<file path="config.mk">
export PLATFORM = sky130hd
export DESIGN_NAME = instr_fetch_unit
export DESIGN_NICKNAME = d
export VERILOG_FILES = /design/src/rtl/instr_fetch_unit.sv
export SDC_FILE = /design/constraint.sdc
export NUM_CORES = 1
export LEC_CHECK = 0
export ABC_AREA = 1
export CAP_MARGIN = 20
export CELL_PAD_IN_SITES_DETAIL_PLACEMENT = 1
export CELL_PAD_IN_SITES_GLOBAL_PLACEMENT = 2
export CORE_MARGIN = 5
export CORE_UTILIZATION = 28
export CTS_CLUSTER_SIZE = 10
export DETAILED_ROUTE_END_ITERATION = 8
export PLACE_DENSITY = 0.86
export SYNTH_ARGS = -nofsm -noshare
export SYNTH_HDL_FRONTEND = slang
export SYNTH_SLANG_ARGS = --single-unit
</file>
<file path="constraint.sdc">
create_clock -name clk -period 3.9 [get_ports clk]
set_clock_uncertainty 0.2 [all_clocks]
set_input_delay 0.585 -clock clk [delete_from_list [all_inputs] [get_ports clk]]
set_output_delay 0.585 -clock clk [all_outputs]
set_load 0.02 [all_outputs]
</file>
<file path="src/rtl/instr_fetch_unit.sv">
// instr_fetch_unit: owns the PC, drives the 128x8 sync ROM, assembles
// 1/2-byte instructions and hands them to execute over valid/ready.
// Ports: clk, reset (async, active-low); rom_addr/rom_data to ROM;
//   opcode/operand/instr_pc/instr_valid, instr_ready, redirect,
//   redirect_target to execute; fetch_fault bounds fault.
// Optional macro FETCH_BOUNDS_CHECK_EN enables the ROM bounds check.

`ifndef LDA_IMM
`define LDA_IMM 8'h10
`endif
`ifndef LDB_IMM
`define LDB_IMM 8'h11
`endif
`ifndef LDA_DIR
`define LDA_DIR 8'h12
`endif
`ifndef LDB_DIR
`define LDB_DIR 8'h13
`endif
`ifndef STA_DIR
`define STA_DIR 8'h14
`endif
`ifndef STR_DIR
`define STR_DIR 8'h15
`endif
`ifndef BEQ
`define BEQ 8'h20
`endif
`ifndef BMI
`define BMI 8'h21
`endif
`ifndef BRA
`define BRA 8'h22
`endif
`ifndef ADD_AB
`define ADD_AB 8'h30
`endif
`ifndef SUB_AB
`define SUB_AB 8'h31
`endif
`ifndef NOP
`define NOP 8'h00
`endif

module instr_fetch_unit #(
    parameter int         ROM_DEPTH    = 128,
    parameter logic [7:0] RESET_VECTOR = 8'h00
) (
    input  logic       clk,
    input  logic       reset,
    output logic [7:0] rom_addr,
    input  logic [7:0] rom_data,
    output logic [7:0] opcode,
    output logic [7:0] operand,
    output logic [7:0] instr_pc,
    output logic       instr_valid,
    input  logic       instr_ready,
    input  logic       redirect,
    input  logic [7:0] redirect_target,
    output logic       fetch_fault
);

    typedef enum logic [2:0] {
        FETCH_OP,
        WAIT_OP,
        FETCH_OPR,
        WAIT_OPR,
        VALID,
        HALT
    } state_t;

    localparam logic [8:0] LIMIT = 9'(ROM_DEPTH);

    state_t     state;
    logic [7:0] pc;
    logic       fault_q;
    logic       check_en;
    logic       oob;
    logic       two_byte;

`ifdef FETCH_BOUNDS_CHECK_EN
    assign check_en = 1'b1;
`else
    assign check_en = 1'b0;
`endif

    assign rom_addr    = pc;
    assign oob         = check_en && ({1'b0, pc} >= LIMIT);
    assign fetch_fault = fault_q;

    // Length decode on the byte arriving from the ROM this cycle.
    always_comb begin
        two_byte = 1'b0;
        case (rom_data)
            `LDA_IMM, `LDB_IMM, `LDA_DIR, `LDB_DIR,
            `STA_DIR, `STR_DIR, `BEQ, `BMI, `BRA:
                two_byte = 1'b1;
            default:
                two_byte = 1'b0;
        endcase
    end

    always_ff @(posedge clk or negedge reset) begin
        if (!reset) begin
            state       <= FETCH_OP;
            pc          <= RESET_VECTOR;
            opcode      <= 8'h00;
            operand     <= 8'h00;
            instr_pc    <= 8'h00;
            instr_valid <= 1'b0;
            fault_q     <= 1'b0;
        end else begin
            unique case (state)
                FETCH_OP: begin
                    if (oob) begin
                        fault_q <= 1'b1;
                        state   <= HALT;
                    end else begin
                        instr_pc <= pc;
                        state    <= WAIT_OP;
                    end
                end
                WAIT_OP: begin
                    opcode <= rom_data;
                    pc     <= pc + 8'd1;
                    if (two_byte) begin
                        state <= FETCH_OPR;
                    end else begin
                        operand     <= 8'h00;
                        instr_valid <= 1'b1;
                        state       <= VALID;
                    end
                end
                FETCH_OPR: begin
                    if (oob) begin
                        fault_q <= 1'b1;
                        state   <= HALT;
                    end else begin
                        state <= WAIT_OPR;
                    end
                end
                WAIT_OPR: begin
                    operand     <= rom_data;
                    pc          <= pc + 8'd1;
                    instr_valid <= 1'b1;
                    state       <= VALID;
                end
                VALID: begin
                    // Redirect only counts on an actual handshake.
                    if (instr_ready) begin
                        if (redirect) begin
                            pc <= redirect_target;
                        end
                        instr_valid <= 1'b0;
                        state       <= FETCH_OP;
                    end
                end
                HALT: begin
                    state <= HALT;
                end
                default: begin
                    state <= FETCH_OP;
                end
            endcase
        end
    end

endmodule
</file>
== Yosys cells after proc, flatten, opt, wreduce, memory -nomap -nowiden ==
Index checks and enable logic that the tools add are counted.

* Logic and storage cells: 45
* Input bits: 20
* Output and inout bits: 34
* Bits in registers: 36

* Muxes and demuxes: 12
* Add/subtract/negate cells: 1
* Reduce and logical (&&, ||, !) cells: 9
* Equal/unequal tests: 17

{| class="wikitable"
|+ Operators by type and width
! cell !! count
|-
| 8-bit by 5-bit equality test with 1-bit output (second input constant) || 6
|-
| 8-bit case mux with 2 select lines || 2
|-
| 8-bit by 6-bit equality test with 1-bit output (second input constant) || 3
|-
| 8-bit 2-to-1 mux || 3
|-
| 3-bit case mux with 6 select lines || 1
|-
| 9-bit OR reduction || 1
|-
| 8-bit by 1-bit adder with 8-bit output (second input constant) || 1
|-
| 3-bit by 2-bit equality test with 1-bit output (second input constant) || 2
|-
| 3-bit equality test (second input constant) || 2
|-
| 3-bit 2-to-1 mux || 2
|-
| 2-bit inequality test (second input constant) || 3
|-
| 3-bit AND reduction || 2
|-
| 2-bit nonzero test || 2
|-
| 3-bit by 1-bit equality test with 1-bit output (second input constant) || 1
|-
| 3-bit zero test || 1
|-
| 1-bit 2-to-1 mux || 3
|-
| 1-bit case mux with 3 select lines || 1
|-
| 3-bit nonzero test || 1
|-
| 2-bit AND reduction || 1
|-
| 2-bit OR reduction || 1
|}

== Depth between registers and ports, before layout ==
* Depth after elaboration: 5
* Depth in mapped cells: 9

== Worst setup path before layout ==
OpenSTA, ideal clock, no wires.

* Path kind: input to register
* Start point: input port rom_data[0]
* End point: register operand[0]
* Setup slack: 2.431 ns
* Arrival time: 1.152 ns
* Required time: 3.583 ns
* Stages: 7
* Path through: inv_1 > o21ai_0 > nand2_1 > nand3_1 > nand2_2 > nand2_1 > nand2_1

* Longest elaborated chain between the ends: 5
* Elaborated cells between the ends (all ways): 14
* Those cells by class: 10 x eq/ne; 2 x mux; 2 x reduce/logical

{| class="wikitable"
|+ RTL lines
! what !! line !! text
|-
| from (decl) || 52 || <nowiki>input logic [7:0] rom_data,</nowiki>
|-
| 8-bit by 5-bit equality test with 1-bit output / 8-bit by 6-bit equality test with 1-bit output (equally long branches) || 94 || <nowiki>case (rom_data)</nowiki>
|-
| 9-bit OR reduction || 94 ||
|-
| 1-bit 2-to-1 mux || 94 ||
|-
| 2-bit inequality test (no source line) || -- ||
|-
| 2-bit AND reduction (no source line) || -- ||
|-
| to (signal assigned) || 143 || <nowiki>operand <= rom_data;</nowiki>
|-
| to (decl) || 54 || <nowiki>output logic [7:0] operand,</nowiki>
|}

Several ways; a longest one is shown, not always the timed one.
A chain may end at the register's enable or synchronous reset.

== Worst setup path after layout ==
* Start point: register pc[2], in the netlist rom_addr[2]
* End point: output port rom_addr[2]

{| class="wikitable"
|+ RTL lines
! what !! line !! text
|-
| from (decl) || 75 || <nowiki>logic [7:0] pc;</nowiki>
|-
| from (signal assigned) || 125 || <nowiki>pc <= pc + 8'd1;</nowiki>
|-
| from (signal assigned) || 144 || <nowiki>pc <= pc + 8'd1;</nowiki>
|-
| from (signal assigned) || 152 || <nowiki>pc <= redirect_target;</nowiki>
|-
| to (decl) || 51 || <nowiki>output logic [7:0] rom_addr,</nowiki>
|}

No word-level cell between the ends.

==> results.json <==
{
  "hold_class": "input port to async pin",
  "maxCapViolCount": 0,
  "ioPinCount": 54,
  "worstSkewPairLatency_ps": 300,
  "dr_total_vias": 1510,
  "diodes": 0,
  "cp.arrival_ps": 1450,
  "critical_path_buf_inv_count": 1,
  "power_switching_mw": 0.7837,
  "ys_ff_latch": 36,
  "fin_tns_setup_ps": 0,
  "power_density_nw_per_um2": 786.4,
  "crit_type": "flip-flop to output pin",
  "combPwrFrac": 0.485,
  "seqPwrFrac": 0.336,
  "mostFrequentLayoutCell": "nand2_1",
  "initial_core_util": 0.2878,
  "grt_use_met1": 0.1642,
  "cpMaxStageDelayCell": "clkdlybuf4s50_1",
  "via_per_inst": 4.521,
  "fin_crit_sh": 0.5728,
  "final_net_count": 279,
  "cts_root_buf": "clkbuf_8",
  "multiInputGateArea_sq_um": 691.9,
  "rsz0062_at_grt": "false",
  "dpl.hpwl_um": 3510,
  "hold_ws_ps": 180.0,
  "critPathCaptureType": "output pin",
  "cts_sinks": 36,
  "reg2reg_slack_ps": 1950,
  "htree_levels": 2,
  "setup_viol": 0,
  "dieArea_sq_um": 7706,
  "crit_chain": "clkdlybuf4s50_1",
  "power_leakage_nw": 1.146,
  "grt_max_degree": 37,
  "syn-num-nets": 225,
  "grt_overflow": 0,
  "routed_wirelength_um": 4671,
  "grtUsageMet3": 0.03293,
  "hold_viol": 0,
  "grt.total_usage": 0.1352,
  "grt_pass1_wl_um": 8093,
  "ys_seq_area_frac": 0.5318,
  "most-common-layout-cells": "nand2_1, clkdlybuf4s50_1, dfrtp_1",
  "yosys_warnings": 0,
  "nFillCells": 725,
  "status": "finished clean",
  "drive_gt1_frac": 0.09653,
  "slowest_delay_ps": 660,
  "ant_nets": 0,
  "clkPwrFrac": 0.179,
  "first_pass_iters": 5,
  "path_clk_slew_ps": 80,
  "cp.required_ps": 3120,
  "grt_pass1_vias": 1668,
  "register_area_sq_um": 900.9,
  "syn_avg_cell_area_sq_um": 8.305,
  "r2r_cells": 7,
  "post-route-drc-count": 0,
  "die_h_um": 87.79,
  "slew_viol_final": 0,
  "cts_buffer_depth": 2,
  "cts_hold_buf": 0,
  "postCtsSetupBuffers": 0,
  "syn_inst": 204,
  "gp_congestion": 0.7654,
  "synthesis.area_sq_um": 1694,
  "netSwitchingFraction": 0.4186,
  "core_area_sq_um": 5886,
  "area_growth_pct": 40.55,
  "fp.dieW_um": 87.79,
  "antenna_found_initial": 0,
  "cts_made_buffers": 5,
  "cts-resized-gates": 0,
  "ir_drop_mv": 0.3870,
  "yosysUniqueCellTypes": 23,
  "internal_power_mw": 1.089,
  "slew-limit-headroom": 0.4541,
  "grtUsageMet2": 0.2295,
  "worstMarginPinSlew_ps": 818.8,
  "path_max_fanout": 7,
  "r2r_end": "rom_addr[1]$_DFFE_PN0P_",
  "rows": 28,
  "drtIter0Drc": 42,
  "top_usage_layer": "met2",
  "min_period_ps": 2234,
  "fmax_ghz": 0.4476,
  "path_delay_family": "buffers and inverters",
  "rr_startpoint": "state[0]$_DFFE_PN0P_",
  "numPortBuffers": 52,
  "setup.worst_path.start_class": "flip-flop",
  "cts_tree": "built",
  "wl_per_cell_um": 13.99
}
[cell usage after synthesis]
| library cell | n | area, sq um |
|---|---|---|
| nand2_2 | 2 | 12.51 |
| inv_2 | 2 | 7.510 |
| nand3_4 | 1 | 17.52 |
| nor2_2 | 4 | 25.02 |
| nor2_1 | 9 | 33.78 |
| nand3b_1 | 1 | 7.510 |
| nand2_1 | 84 | 315.3 |
| inv_1 | 16 | 60.06 |
| ha_1 | 1 | 12.51 |
| dfrtp_1 | 36 | 900.9 |
| nand3_2 | 1 | 10.01 |
| nor3_1 | 1 | 5.000 |
| conb_1 | 1 | 3.750 |
| o21ai_0 | 15 | 75.07 |
| o21ai_1 | 1 | 5.000 |
| buf_4 | 1 | 7.510 |
| buf_6 | 1 | 11.26 |
| a21oi_1 | 3 | 15.01 |
| xnor2_1 | 1 | 8.760 |
| xor2_1 | 2 | 17.52 |
| mux2_2 | 6 | 67.56 |
| buf_2 | 3 | 15.01 |
| nand3_1 | 12 | 60.06 |
[layer usage]
metal	vias up	routed length, um
li1	745	-
met1	732	2078
met2	26	2324
met3	7	182
met4	0	85
met5	-	0
[sequential cells by signal, summed over array words and instances, names as in the netlist]
| register | cells |
|---|---|
| opcode | 8 |
| instr_pc | 8 |
| rom_addr | 8 |
| state | 3 |
| instr_valid | 1 |
| operand | 8 |
[area by class of cell]
type                    count  share of cell area
inverters                  18             0.02838
clock inverters             3             0.01787
multi-input cells         145              0.2906
flip-flops and latches     36              0.3784
well taps                  75             0.03941
clock buffers               5             0.02890
repair buffers             52              0.2165
[cells by family after synthesis]
logic type      after synthesis  share of synthesized area
fa+ha+maj                     1                   0.007384
compound gates               19                    0.05612
simple gates                115                     0.2873
xor+xnor                      3                    0.01551
mux                           6                    0.03988
other cells                   1                   0.002214
buf+inv                      23                    0.05982
flops                        36                     0.5318
[power groups by stage]
stage / Sequential, mW / Clock (mW) / Combinational [mW]
final: 0.630 / 0.335 / 0.907
after global routing: 0.658 / 0.362 / 1.01
after CTS: 0.634 / 0.347 / 0.929
after detailed placement: 0.639 / 0 / 0.924
after global placement: 0.633 / 0 / 0.898
after floorplan: 0.760 / 0 / 0.420
[metrics by stage]
step / std cells / setup slack (ps) / utilization / power, mW / area, sq um
floorplan: 204 / 2431 / - / 1.180 / 1694
CTS: 334 / 1651 / 0.4045 / 1.909 / 2381
finish: 334 / 1666 / 0.4045 / 1.872 / 2381
detailed placement: 326 / 1692 / 0.3856 / 1.563 / 2270
global placement: 326 / 1800 / 0.3856 / 1.530 / 2270
global route: 334 / 1614 / 0.4045 / 2.029 / 2381
[worst max path at each step]
| stage | start | end | slack, ps | cells after the start |
|---|---|---|---|---|
| floorplan | rom_data[0] | operand[0]$_DFFE_PN0P_ | 2430 | 7 |
| CTS | rom_addr[2]$_DFFE_PN0P_ | rom_addr[2] | 1650 | 1 |
| detailed placement | rom_data[4] | operand[5]$_DFFE_PN0P_ | 1690 | 8 |
| global route | rom_addr[2]$_DFFE_PN0P_ | rom_addr[2] | 1610 | 1 |
| finish | rom_addr[2]$_DFFE_PN0P_ | rom_addr[2] | 1670 | 1 |
| global placement | rom_data[0] | operand[2]$_DFFE_PN0P_ | 1800 | 8 |
(Power assumes the default switching activity.)
